## config.mk

```make
export PLATFORM = sky130hd
export DESIGN_NAME = alu_operand_stage_flat
export DESIGN_NICKNAME = d
export VERILOG_FILES = /design/src/rtl/alu_operand_stage_if.sv /design/src/rtl/alu_operand_stage.sv /design/src/flat_wrapper.sv
export SDC_FILE = /design/constraint.sdc
export NUM_CORES = 1
export LEC_CHECK = 0
export CAP_MARGIN = 20
export CORE_UTILIZATION = 40
export CTS_CLUSTER_DIAMETER = 60
export DETAILED_ROUTE_END_ITERATION = 10
export HOLD_SLACK_MARGIN = 0.06
export PLACE_DENSITY = 0.88
export SLEW_MARGIN = 20
export SYNTH_ARGS = -nofsm -noshare
export SYNTH_HDL_FRONTEND = slang
export SYNTH_SLANG_ARGS = --single-unit
```

## constraint.sdc

```tcl
create_clock -name clk -period 4.5 [get_ports clk]
set_input_delay 0.675 -clock clk [delete_from_list [all_inputs] [get_ports clk]]
set_output_delay 0.675 -clock clk [all_outputs]
set_load 0.01 [all_outputs]
```

## src/rtl/alu_operand_stage_if.sv

```systemverilog
// Decode-to-ALU operand bus: the upstream valid/ready handshake with its
// instruction payload, and the downstream valid/ready handshake with the
// resolved operands.
interface alu_operand_stage_if;
   logic        in_valid;
   logic        in_ready;
   logic [11:0] in_alu_op;
   logic [4:0]  in_rs_addr;
   logic [4:0]  in_rt_addr;
   logic [31:0] in_rs_data;
   logic [31:0] in_rt_data;
   logic [31:0] in_imm;
   logic        in_use_imm;
   logic [4:0]  in_shamt;
   logic        in_use_shamt;
   logic [4:0]  in_wb_addr;
   logic        in_wb_en;

   logic        out_valid;
   logic        out_ready;
   logic [31:0] out_A;
   logic [31:0] out_B;
   logic [11:0] out_alu_op;
   logic [4:0]  out_wb_addr;
   logic        out_wb_en;
   logic        out_op_err;

   // Environment side: issues instructions and consumes operands.
   modport master (
      output in_valid, in_alu_op, in_rs_addr, in_rt_addr, in_rs_data, in_rt_data,
             in_imm, in_use_imm, in_shamt, in_use_shamt, in_wb_addr, in_wb_en,
             out_ready,
      input  in_ready, out_valid, out_A, out_B, out_alu_op, out_wb_addr,
             out_wb_en, out_op_err
   );

   // Stage side.
   modport slave (
      input  in_valid, in_alu_op, in_rs_addr, in_rt_addr, in_rs_data, in_rt_data,
             in_imm, in_use_imm, in_shamt, in_use_shamt, in_wb_addr, in_wb_en,
             out_ready,
      output in_ready, out_valid, out_A, out_B, out_alu_op, out_wb_addr,
             out_wb_en, out_op_err
   );
endinterface

```

## src/rtl/alu_operand_stage.sv

```systemverilog
// ALU operand stage: one-entry skid-free register between decode and the ALU.
// Resolves rs/rt through EX/WB forwarding, muxes in immediate / shift amount,
// stalls decode on a pending EX result, and counts stall cycles.
//
// state    | meaning
// ---------+---------------------------------------------
// ST_EMPTY | no operation held, out_valid = 0
// ST_FULL  | one resolved operation held, out_valid = 1
module alu_operand_stage (
   input  logic                      clk,
   input  logic                      rst,
   alu_operand_stage_if.slave        bus,
   input  logic                      ex_fwd_en,
   input  logic [4:0]                ex_fwd_addr,
   input  logic [31:0]               ex_fwd_data,
   input  logic                      ex_fwd_pending,
   input  logic                      wb_fwd_en,
   input  logic [4:0]                wb_fwd_addr,
   input  logic [31:0]               wb_fwd_data,
   input  logic                      flush,
   output logic [15:0]               stall_cnt
);

   typedef enum logic {ST_EMPTY = 1'b0, ST_FULL = 1'b1} state_t;

   state_t      state_q, state_d;
   logic [31:0] a_q, a_d;
   logic [31:0] b_q, b_d;
   logic [11:0] alu_op_q, alu_op_d;
   logic [4:0]  wb_addr_q, wb_addr_d;
   logic        wb_en_q, wb_en_d;
   logic        op_err_q, op_err_d;
   logic [15:0] stall_q, stall_d;

   logic [31:0] rs_res;
   logic [31:0] rt_res;
   logic        rs_used;
   logic        rt_used;
   logic        hazard;
   logic        out_valid;
   logic        in_ready;
   logic        capture;
   logic        stall_event;

   assign out_valid = (state_q == ST_FULL);

   // Source rs: r0 reads as zero, then EX forward (only once its result exists), then WB, then register file.
   always_comb begin
      rs_res = bus.in_rs_data;
      if (bus.in_rs_addr == 5'd0) begin
         rs_res = 32'd0;
      end else if (ex_fwd_en && !ex_fwd_pending && (ex_fwd_addr == bus.in_rs_addr)) begin
         rs_res = ex_fwd_data;
      end else if (wb_fwd_en && (wb_fwd_addr == bus.in_rs_addr)) begin
         rs_res = wb_fwd_data;
      end
   end

   // Source rt: same priority chain as rs.
   always_comb begin
      rt_res = bus.in_rt_data;
      if (bus.in_rt_addr == 5'd0) begin
         rt_res = 32'd0;
      end else if (ex_fwd_en && !ex_fwd_pending && (ex_fwd_addr == bus.in_rt_addr)) begin
         rt_res = ex_fwd_data;
      end else if (wb_fwd_en && (wb_fwd_addr == bus.in_rt_addr)) begin
         rt_res = wb_fwd_data;
      end
   end

   // Load-use hazard: a source actually consumed by this op waits on an EX result still in flight.
   // Shift ops take rt as the shifted value, so use_shamt forces rt into use regardless of use_imm.
   always_comb begin
      rs_used = !bus.in_use_shamt;
      rt_used = !bus.in_use_imm || bus.in_use_shamt;
      hazard  = bus.in_valid && ex_fwd_en && ex_fwd_pending && (ex_fwd_addr != 5'd0) &&
                ((rs_used && (ex_fwd_addr == bus.in_rs_addr)) ||
                 (rt_used && (ex_fwd_addr == bus.in_rt_addr)));
   end

   assign in_ready = (!out_valid || bus.out_ready) && !hazard;
   assign capture  = bus.in_valid && in_ready;

   // Stalls: decode blocked by a hazard, or an offered op blocked by a back-pressured held entry.
   assign stall_event = hazard || (out_valid && !bus.out_ready && bus.in_valid);

   // Next state, payload load and stall counter; flush beats both capture and drain.
   always_comb begin
      state_d   = state_q;
      a_d       = a_q;
      b_d       = b_q;
      alu_op_d  = alu_op_q;
      wb_addr_d = wb_addr_q;
      wb_en_d   = wb_en_q;
      op_err_d  = op_err_q;
      stall_d   = stall_q;

      case (state_q)
         ST_EMPTY: begin
            if (!flush && capture) begin
               state_d = ST_FULL;
            end
         end
         ST_FULL: begin
            if (flush) begin
               state_d = ST_EMPTY;
            end else if (!capture && bus.out_ready) begin
               state_d = ST_EMPTY;
            end
         end
         default: state_d = ST_EMPTY;
      endcase

      if (capture && !flush) begin
         a_d       = bus.in_use_shamt ? {27'd0, bus.in_shamt} : rs_res;
         b_d       = (bus.in_use_imm && !bus.in_use_shamt) ? bus.in_imm : rt_res;
         alu_op_d  = bus.in_alu_op;
         wb_addr_d = bus.in_wb_addr;
         wb_en_d   = bus.in_wb_en && (bus.in_wb_addr != 5'd0);
         op_err_d  = ($countones(bus.in_alu_op) != 1);
      end

      if (stall_event && (stall_q != 16'hFFFF)) begin
         stall_d = stall_q + 16'd1;
      end
   end

   // State and payload registers; reset discards any held entry.
   always_ff @(posedge clk) begin
      if (rst) begin
         state_q   <= ST_EMPTY;
         a_q       <= 32'd0;
         b_q       <= 32'd0;
         alu_op_q  <= 12'd0;
         wb_addr_q <= 5'd0;
         wb_en_q   <= 1'b0;
         op_err_q  <= 1'b0;
         stall_q   <= 16'd0;
      end else begin
         state_q   <= state_d;
         a_q       <= a_d;
         b_q       <= b_d;
         alu_op_q  <= alu_op_d;
         wb_addr_q <= wb_addr_d;
         wb_en_q   <= wb_en_d;
         op_err_q  <= op_err_d;
         stall_q   <= stall_d;
      end
   end

   assign bus.in_ready    = in_ready;
   assign bus.out_valid   = out_valid;
   assign bus.out_A       = a_q;
   assign bus.out_B       = b_q;
   assign bus.out_alu_op  = alu_op_q;
   assign bus.out_wb_addr = wb_addr_q;
   assign bus.out_wb_en   = wb_en_q;
   assign bus.out_op_err  = op_err_q;
   assign stall_cnt       = stall_q;

endmodule

```

## src/flat_wrapper.sv

```systemverilog
// flat-port wrapper written by rule: the top's interface ports become plain ports
module alu_operand_stage_flat 
  (clk, rst, ex_fwd_en, ex_fwd_addr, ex_fwd_data, ex_fwd_pending, wb_fwd_en, wb_fwd_addr, wb_fwd_data, flush, stall_cnt, bus_in_valid, bus_in_alu_op, bus_in_rs_addr, bus_in_rt_addr, bus_in_rs_data, bus_in_rt_data, bus_in_imm, bus_in_use_imm, bus_in_shamt, bus_in_use_shamt, bus_in_wb_addr, bus_in_wb_en, bus_out_ready, bus_in_ready, bus_out_valid, bus_out_A, bus_out_B, bus_out_alu_op, bus_out_wb_addr, bus_out_wb_en, bus_out_op_err);
  alu_operand_stage_if bus_i ();
  input  logic clk;
  input  logic rst;
  input  logic ex_fwd_en;
  input  logic [4:0] ex_fwd_addr;
  input  logic [31:0] ex_fwd_data;
  input  logic ex_fwd_pending;
  input  logic wb_fwd_en;
  input  logic [4:0] wb_fwd_addr;
  input  logic [31:0] wb_fwd_data;
  input  logic flush;
  output logic [15:0] stall_cnt;
  input wire logic [$bits(bus_i.in_valid)-1:0] bus_in_valid;
  input wire logic [$bits(bus_i.in_alu_op)-1:0] bus_in_alu_op;
  input wire logic [$bits(bus_i.in_rs_addr)-1:0] bus_in_rs_addr;
  input wire logic [$bits(bus_i.in_rt_addr)-1:0] bus_in_rt_addr;
  input wire logic [$bits(bus_i.in_rs_data)-1:0] bus_in_rs_data;
  input wire logic [$bits(bus_i.in_rt_data)-1:0] bus_in_rt_data;
  input wire logic [$bits(bus_i.in_imm)-1:0] bus_in_imm;
  input wire logic [$bits(bus_i.in_use_imm)-1:0] bus_in_use_imm;
  input wire logic [$bits(bus_i.in_shamt)-1:0] bus_in_shamt;
  input wire logic [$bits(bus_i.in_use_shamt)-1:0] bus_in_use_shamt;
  input wire logic [$bits(bus_i.in_wb_addr)-1:0] bus_in_wb_addr;
  input wire logic [$bits(bus_i.in_wb_en)-1:0] bus_in_wb_en;
  input wire logic [$bits(bus_i.out_ready)-1:0] bus_out_ready;
  output wire logic [$bits(bus_i.in_ready)-1:0] bus_in_ready;
  output wire logic [$bits(bus_i.out_valid)-1:0] bus_out_valid;
  output wire logic [$bits(bus_i.out_A)-1:0] bus_out_A;
  output wire logic [$bits(bus_i.out_B)-1:0] bus_out_B;
  output wire logic [$bits(bus_i.out_alu_op)-1:0] bus_out_alu_op;
  output wire logic [$bits(bus_i.out_wb_addr)-1:0] bus_out_wb_addr;
  output wire logic [$bits(bus_i.out_wb_en)-1:0] bus_out_wb_en;
  output wire logic [$bits(bus_i.out_op_err)-1:0] bus_out_op_err;
  assign bus_i.in_valid = bus_in_valid;
  assign bus_i.in_alu_op = bus_in_alu_op;
  assign bus_i.in_rs_addr = bus_in_rs_addr;
  assign bus_i.in_rt_addr = bus_in_rt_addr;
  assign bus_i.in_rs_data = bus_in_rs_data;
  assign bus_i.in_rt_data = bus_in_rt_data;
  assign bus_i.in_imm = bus_in_imm;
  assign bus_i.in_use_imm = bus_in_use_imm;
  assign bus_i.in_shamt = bus_in_shamt;
  assign bus_i.in_use_shamt = bus_in_use_shamt;
  assign bus_i.in_wb_addr = bus_in_wb_addr;
  assign bus_i.in_wb_en = bus_in_wb_en;
  assign bus_i.out_ready = bus_out_ready;
  assign bus_in_ready = bus_i.in_ready;
  assign bus_out_valid = bus_i.out_valid;
  assign bus_out_A = bus_i.out_A;
  assign bus_out_B = bus_i.out_B;
  assign bus_out_alu_op = bus_i.out_alu_op;
  assign bus_out_wb_addr = bus_i.out_wb_addr;
  assign bus_out_wb_en = bus_i.out_wb_en;
  assign bus_out_op_err = bus_i.out_op_err;
  alu_operand_stage u_core (.clk(clk), .rst(rst), .bus(bus_i), .ex_fwd_en(ex_fwd_en), .ex_fwd_addr(ex_fwd_addr), .ex_fwd_data(ex_fwd_data), .ex_fwd_pending(ex_fwd_pending), .wb_fwd_en(wb_fwd_en), .wb_fwd_addr(wb_fwd_addr), .wb_fwd_data(wb_fwd_data), .flush(flush), .stall_cnt(stall_cnt));
endmodule
```

; Word level (Yosys, flattened, before mapping)
; Index checks and enable logic that the tools add are counted.
; W data, S select, Z words.
[classes]
addsub = 12
eq_ne = 6
muxes = 12
bitwise = 1
n_reduce_logical = 36
[op_table]
columns = operator, count
row1 = $mux W32, 8
row2 = $add A32 B32 Y32, 5
row3 = $ne A32 B2 Y1 const B, 1
row4 = $eq A5 B5 Y1, 4
row5 = $logic_and A1 B1 Y1, 20
row6 = $add A16 B1 Y16 const B, 1
row7 = $ne A16 B16 Y1 const B, 1
row8 = $add A1 B1 Y2, 6
row9 = $logic_not A5 Y1, 2
row10 = $reduce_bool A5 Y1, 2
row11 = $logic_not A1 Y1, 8
row12 = $logic_or A1 B1 Y1, 4
row13 = $mux W1, 3
row14 = $pmux W1 S2, 1
row15 = $not A1 Y1, 1
[word_totals]
ff_bits = 100
in_bits = 213
output_inout_bits = 101
wordCells = 75

; Longest topological paths before layout
[depth]
word_depth = 13
ltp_mapped = 11

; Least setup slack after synthesis
; Ideal clock, no wire load.
[synth_path]
kind = in2reg
start = input port bus_in_alu_op[10]
end = register u_core.op_err_q, in the netlist u_core.bus.out_op_err
setup_time_ps = 132
arrival_ps = 3483
t_required_ps = 4368
slack_ps = 884
cell_stages = 10
n_path_buf = 0
path_cell_list = ha_1 -> inv_1 -> fa_1 -> fa_1 -> inv_1 -> fa_1 -> ha_1 -> fa_1 -> nor4b_1 -> a311oi_1
[synth_via]
elab_chain_len = 4
[synth_rtl]
columns = element, line_no
row1 = start: declaration, flat_wrapper.sv:17  ; input wire logic [$bits(bus_i.in_alu_op)-1:0] bus_in_alu_op;
row2 = $add A1 B1 Y2 (not written as such), alu_operand_stage.sv:120  ; op_err_d = ($countones(bus.in_alu_op) != 1);
row3 = $add A32 B32 Y32 (not written as such) (2 in series), alu_operand_stage.sv:120
row4 = $ne A32 B2 Y1, alu_operand_stage.sv:120
row5 = end signal: assignment, alu_operand_stage.sv:146  ; op_err_q <= op_err_d;
row6 = end: declaration, alu_operand_stage.sv:32  ; logic op_err_q, op_err_d;
; No other way between the ends.
; A chain may end at the register's enable or synchronous reset.

; Worst setup path after layout
[layout_path]
start = input port bus_in_alu_op[11]
end = register u_core.op_err_q, in the netlist u_core.bus.out_op_err
; The elaborated chain is that of the path after synthesis.

==> impl_metrics.tcl <==
set metrics [dict create \
    critical-path-slowest-cell "fa_1" \
    fmax_mhz 258.4 \
    clock_latency_ns 0.35 \
    ys_async_sr_fraction_pct 0 \
    fin_setup_tns_ns 0 \
    setup_viol 0 \
    synth_area_per_cell_um2 8.288 \
    cts_inserted_buffers 9 \
    cts_tree "yes" \
    finalNetCount 1208 \
    synth_fp_nets 931 \
    slew_violations 0 \
    post_cts_resized 0 \
    clock-sinks 100 \
    firstDrtPassIters 5 \
    coreArea_um2 13990 \
    vias_per_cell 5.506 \
    postSynthCellCount 700 \
    drtIter0Drc 398 \
    clk_pin_slew_ns 0.06 \
    clock-root-buffer "clkbuf_16" \
    area_delta_synth_final_pct 60.71 \
    detail-route-antenna-nets 0 \
    period_share_pct 86.01 \
    crit_required_ns 4.68 \
    fin_skew_ns 0.007285 \
    status "complete, no violations" \
    rsz0062_at_grt "no" \
    yosysWarningCount 0 \
    worst_pin_slew_ns 0.9198 \
    gr-usage-all-layers_pct 28.00 \
    yosys-top-cells-count "nor2_1, dfxtp_1, a211oi_1, mux2i_1, a21oi_1" \
    path_class "in -> reg" \
    vdd_drop_max_uv 305.4 \
    p_per_area_nw_per_um2 257.9 \
    synth_edf_count 0 \
    io-pin-count 314 \
    gp_congestion 0.8309 \
    reg2reg_depth 7 \
    cp_data_arrival_time_ns 4.05 \
    end_kind "flop" \
    ys_types 45 \
    r2r_start "u_core.stall_cnt[6]" \
    wire_per_inst_um 18.48 \
    startpoint_type "input pin" \
    die_w_um 122.4 \
    dpl.cell_count 1146 \
    synth-seq-cells 100 \
    grt_max_degree 65 \
    htree_levels 3 \
    drv_cap 0 \
    grt_pass1_wl_mm 32.35 \
    period_needed_ns 3.870 \
    cpPeakStageDelay_ns 0.51 \
    crit_end "u_core.bus.out_op_err" \
    hpwl_mm 15.58 \
    port_buffers 313 \
    path_common_cell "fa_1" \
    die_y_um 122.4 \
    post-route-drc-count 0 \
    synth-seq-area-share_pct 34.51 \
    yosys-top-cells-area "dfxtp_1, mux2i_1, a211oi_1" \
    final_cells 1163 \
    cts_buffer_depth 2 \
    dr_total_vias 6404 \
    crit_start "bus_in_alu_op[11]" \
    cp_cell_sequence "clkdlybuf4s50_1 > ha_1 > inv_1 > fa_1 > fa_1 > inv_1 > fa_1 > ha_1 > fa_1 > nor4b_1 > a311oi_1" \
    synth_top_area_share_pct 34.51 \
    hold_path_class "reg -> reg" \
    yosys.area.top_type "dfxtp_1" \
    syn_area_um2 5802 \
    die-area_um2 14990 \
    first_global_vias 6250 \
    relSlewSlack_pct 38.52 \
    yosysMostFrequentCell "nor2_1" \
    cts_setup_buffers 0 \
    cp_max_fo 2 \
    grt_remaining_overflow 0 \
    synthFlopType "dfxtp_1" \
    antenna_found_initial 0 \
    start_util_pct 41.48 \
    r2r-end "u_core.stall_cnt[4]" \
    cts_hold_buf 0 \
    rrSetupSlack_ns 2.10 \
    hold_viol 0 \
    row_count 43 \
    wl_mm 21.49 \
    drive_above_1_share_pct 3.976 \
    leakage_nw 3.270 \
]
==> flip-flops by register name, summed over array words and instances, names as in the netlist <==
| signal | flops |
|---|---|
| u_core.bus.out_wb_addr | 5 |
| u_core.bus.out_wb_en | 1 |
| u_core.stall_cnt | 16 |
| u_core.bus.out_alu_op | 12 |
| u_core.bus.out_valid | 1 |
| u_core.bus.out_B | 32 |
| u_core.bus.out_op_err | 1 |
| u_core.bus.out_A | 32 |
==> worst max-delay path: cells and delay by family <==
kind | cells | cell delay [ns]
compound gates | 1 | 0.13
fa+ha+maj | 6 | 2.43
buf+inv | 3 | 0.53
simple gates | 1 | 0.28
==> cells by family after synthesis <==
family,after synthesis,synth area share [%]
buffers and inverters,75,5.564
multiplexers,65,11.21
AND/OR/NAND/NOR,236,18.85
AO/OA/AOI/OAI,184,21.76
adder cells (fa/ha/maj),18,4.787
flip-flops,100,34.51
XOR/XNOR,22,3.321
==> metrics by stage <==
stage                     setup WS (ns)  cell area (um^2)  utilization (%)  total power (W)  hold slack, ns
after CTS                        0.6307              9316            66.60         0.002415          0.4541
after global routing             0.5455              9319            66.62         0.002503          0.4824
after floorplan                  0.8843              5802                -         0.001235          0.4805
final                            0.6298              9324            66.65         0.002405          0.4529
after detailed placement         0.2681              9009            64.40         0.001592          0.4465
after global placement           0.3199              9009            64.40         0.001573          0.4405
==> worst min path at each step <==
stage | from | to | depth (start not counted) | slack, ns
4_1_cts | u_core.bus.out_wb_addr[3] | u_core.bus.out_wb_addr[3] | 2 | 0.45
3_5_place_dp | u_core.bus.out_alu_op[0] | u_core.bus.out_alu_op[0] | 2 | 0.45
6_report | u_core.bus.out_alu_op[0] | u_core.bus.out_alu_op[0] | 2 | 0.45
3_3_place_gp | u_core.bus.out_wb_addr[3] | u_core.bus.out_wb_addr[3] | 2 | 0.44
2_1_floorplan | u_core.bus.out_alu_op[0] | u_core.bus.out_alu_op[0] | 2 | 0.48
5_1_grt | u_core.bus.out_alu_op[0] | u_core.bus.out_alu_op[0] | 2 | 0.48
==> area by class of cell <==
cell class,instances,area (um^2)
clock inverter,4,75.07
sequential,100,2002
antenna,2,5.005
tap,180,225.2
clock buffer,11,232.7
fill,1130,4664
inverter,17,63.81
multi-input combinational,525,3510
timing repair buffer,324,3211
==> metal layers <==
metal  global-route usage (%)  routed length (um)  up-vias
li1                         -                   -     3090
met2                    47.96               10430      303
met3                    9.061                2035       47
met5                        0                   0        -
met1                    31.99                8401     2964
met4                    11.28                 622        0
==> power by group <==
part	switching [W]	leakage (nW)	internal [W]
registers	0.0000214	0.817	0.000925
logic	0.000271	2.31	0.000358
clock network	0.000345	0.142	0.000485
total	0.000637	3.27	0.00177
==> layout by cell type, fill, tap and decap left out, types with 2 or more instances in the layout <==
cell and instances:
a211oi_1 75, a21o_1 4, a21oi_1 60, a22o_1 27, a311oi_1 2, and3_1 2
and3_2 2, buf_4 11, bufinv_16 2, clkbuf_1 2, clkbuf_16 9, clkdlybuf4s50_1 312
clkinvlp_4 2, dfxtp_1 100, diode_2 2, fa_1 7, ha_1 11, inv_1 17
mux2i_1 65, nand2_1 41, nand2b_1 2, nand3_1 11, nand4_1 2, nor2_1 107
nor3_1 40, nor4_1 3, o21ai_0 6, o31ai_1 4, or3_1 6, or4_1 7
xnor2_1 6, xor2_1 16
No activity file was read; power rests on OpenSTA's default activity.
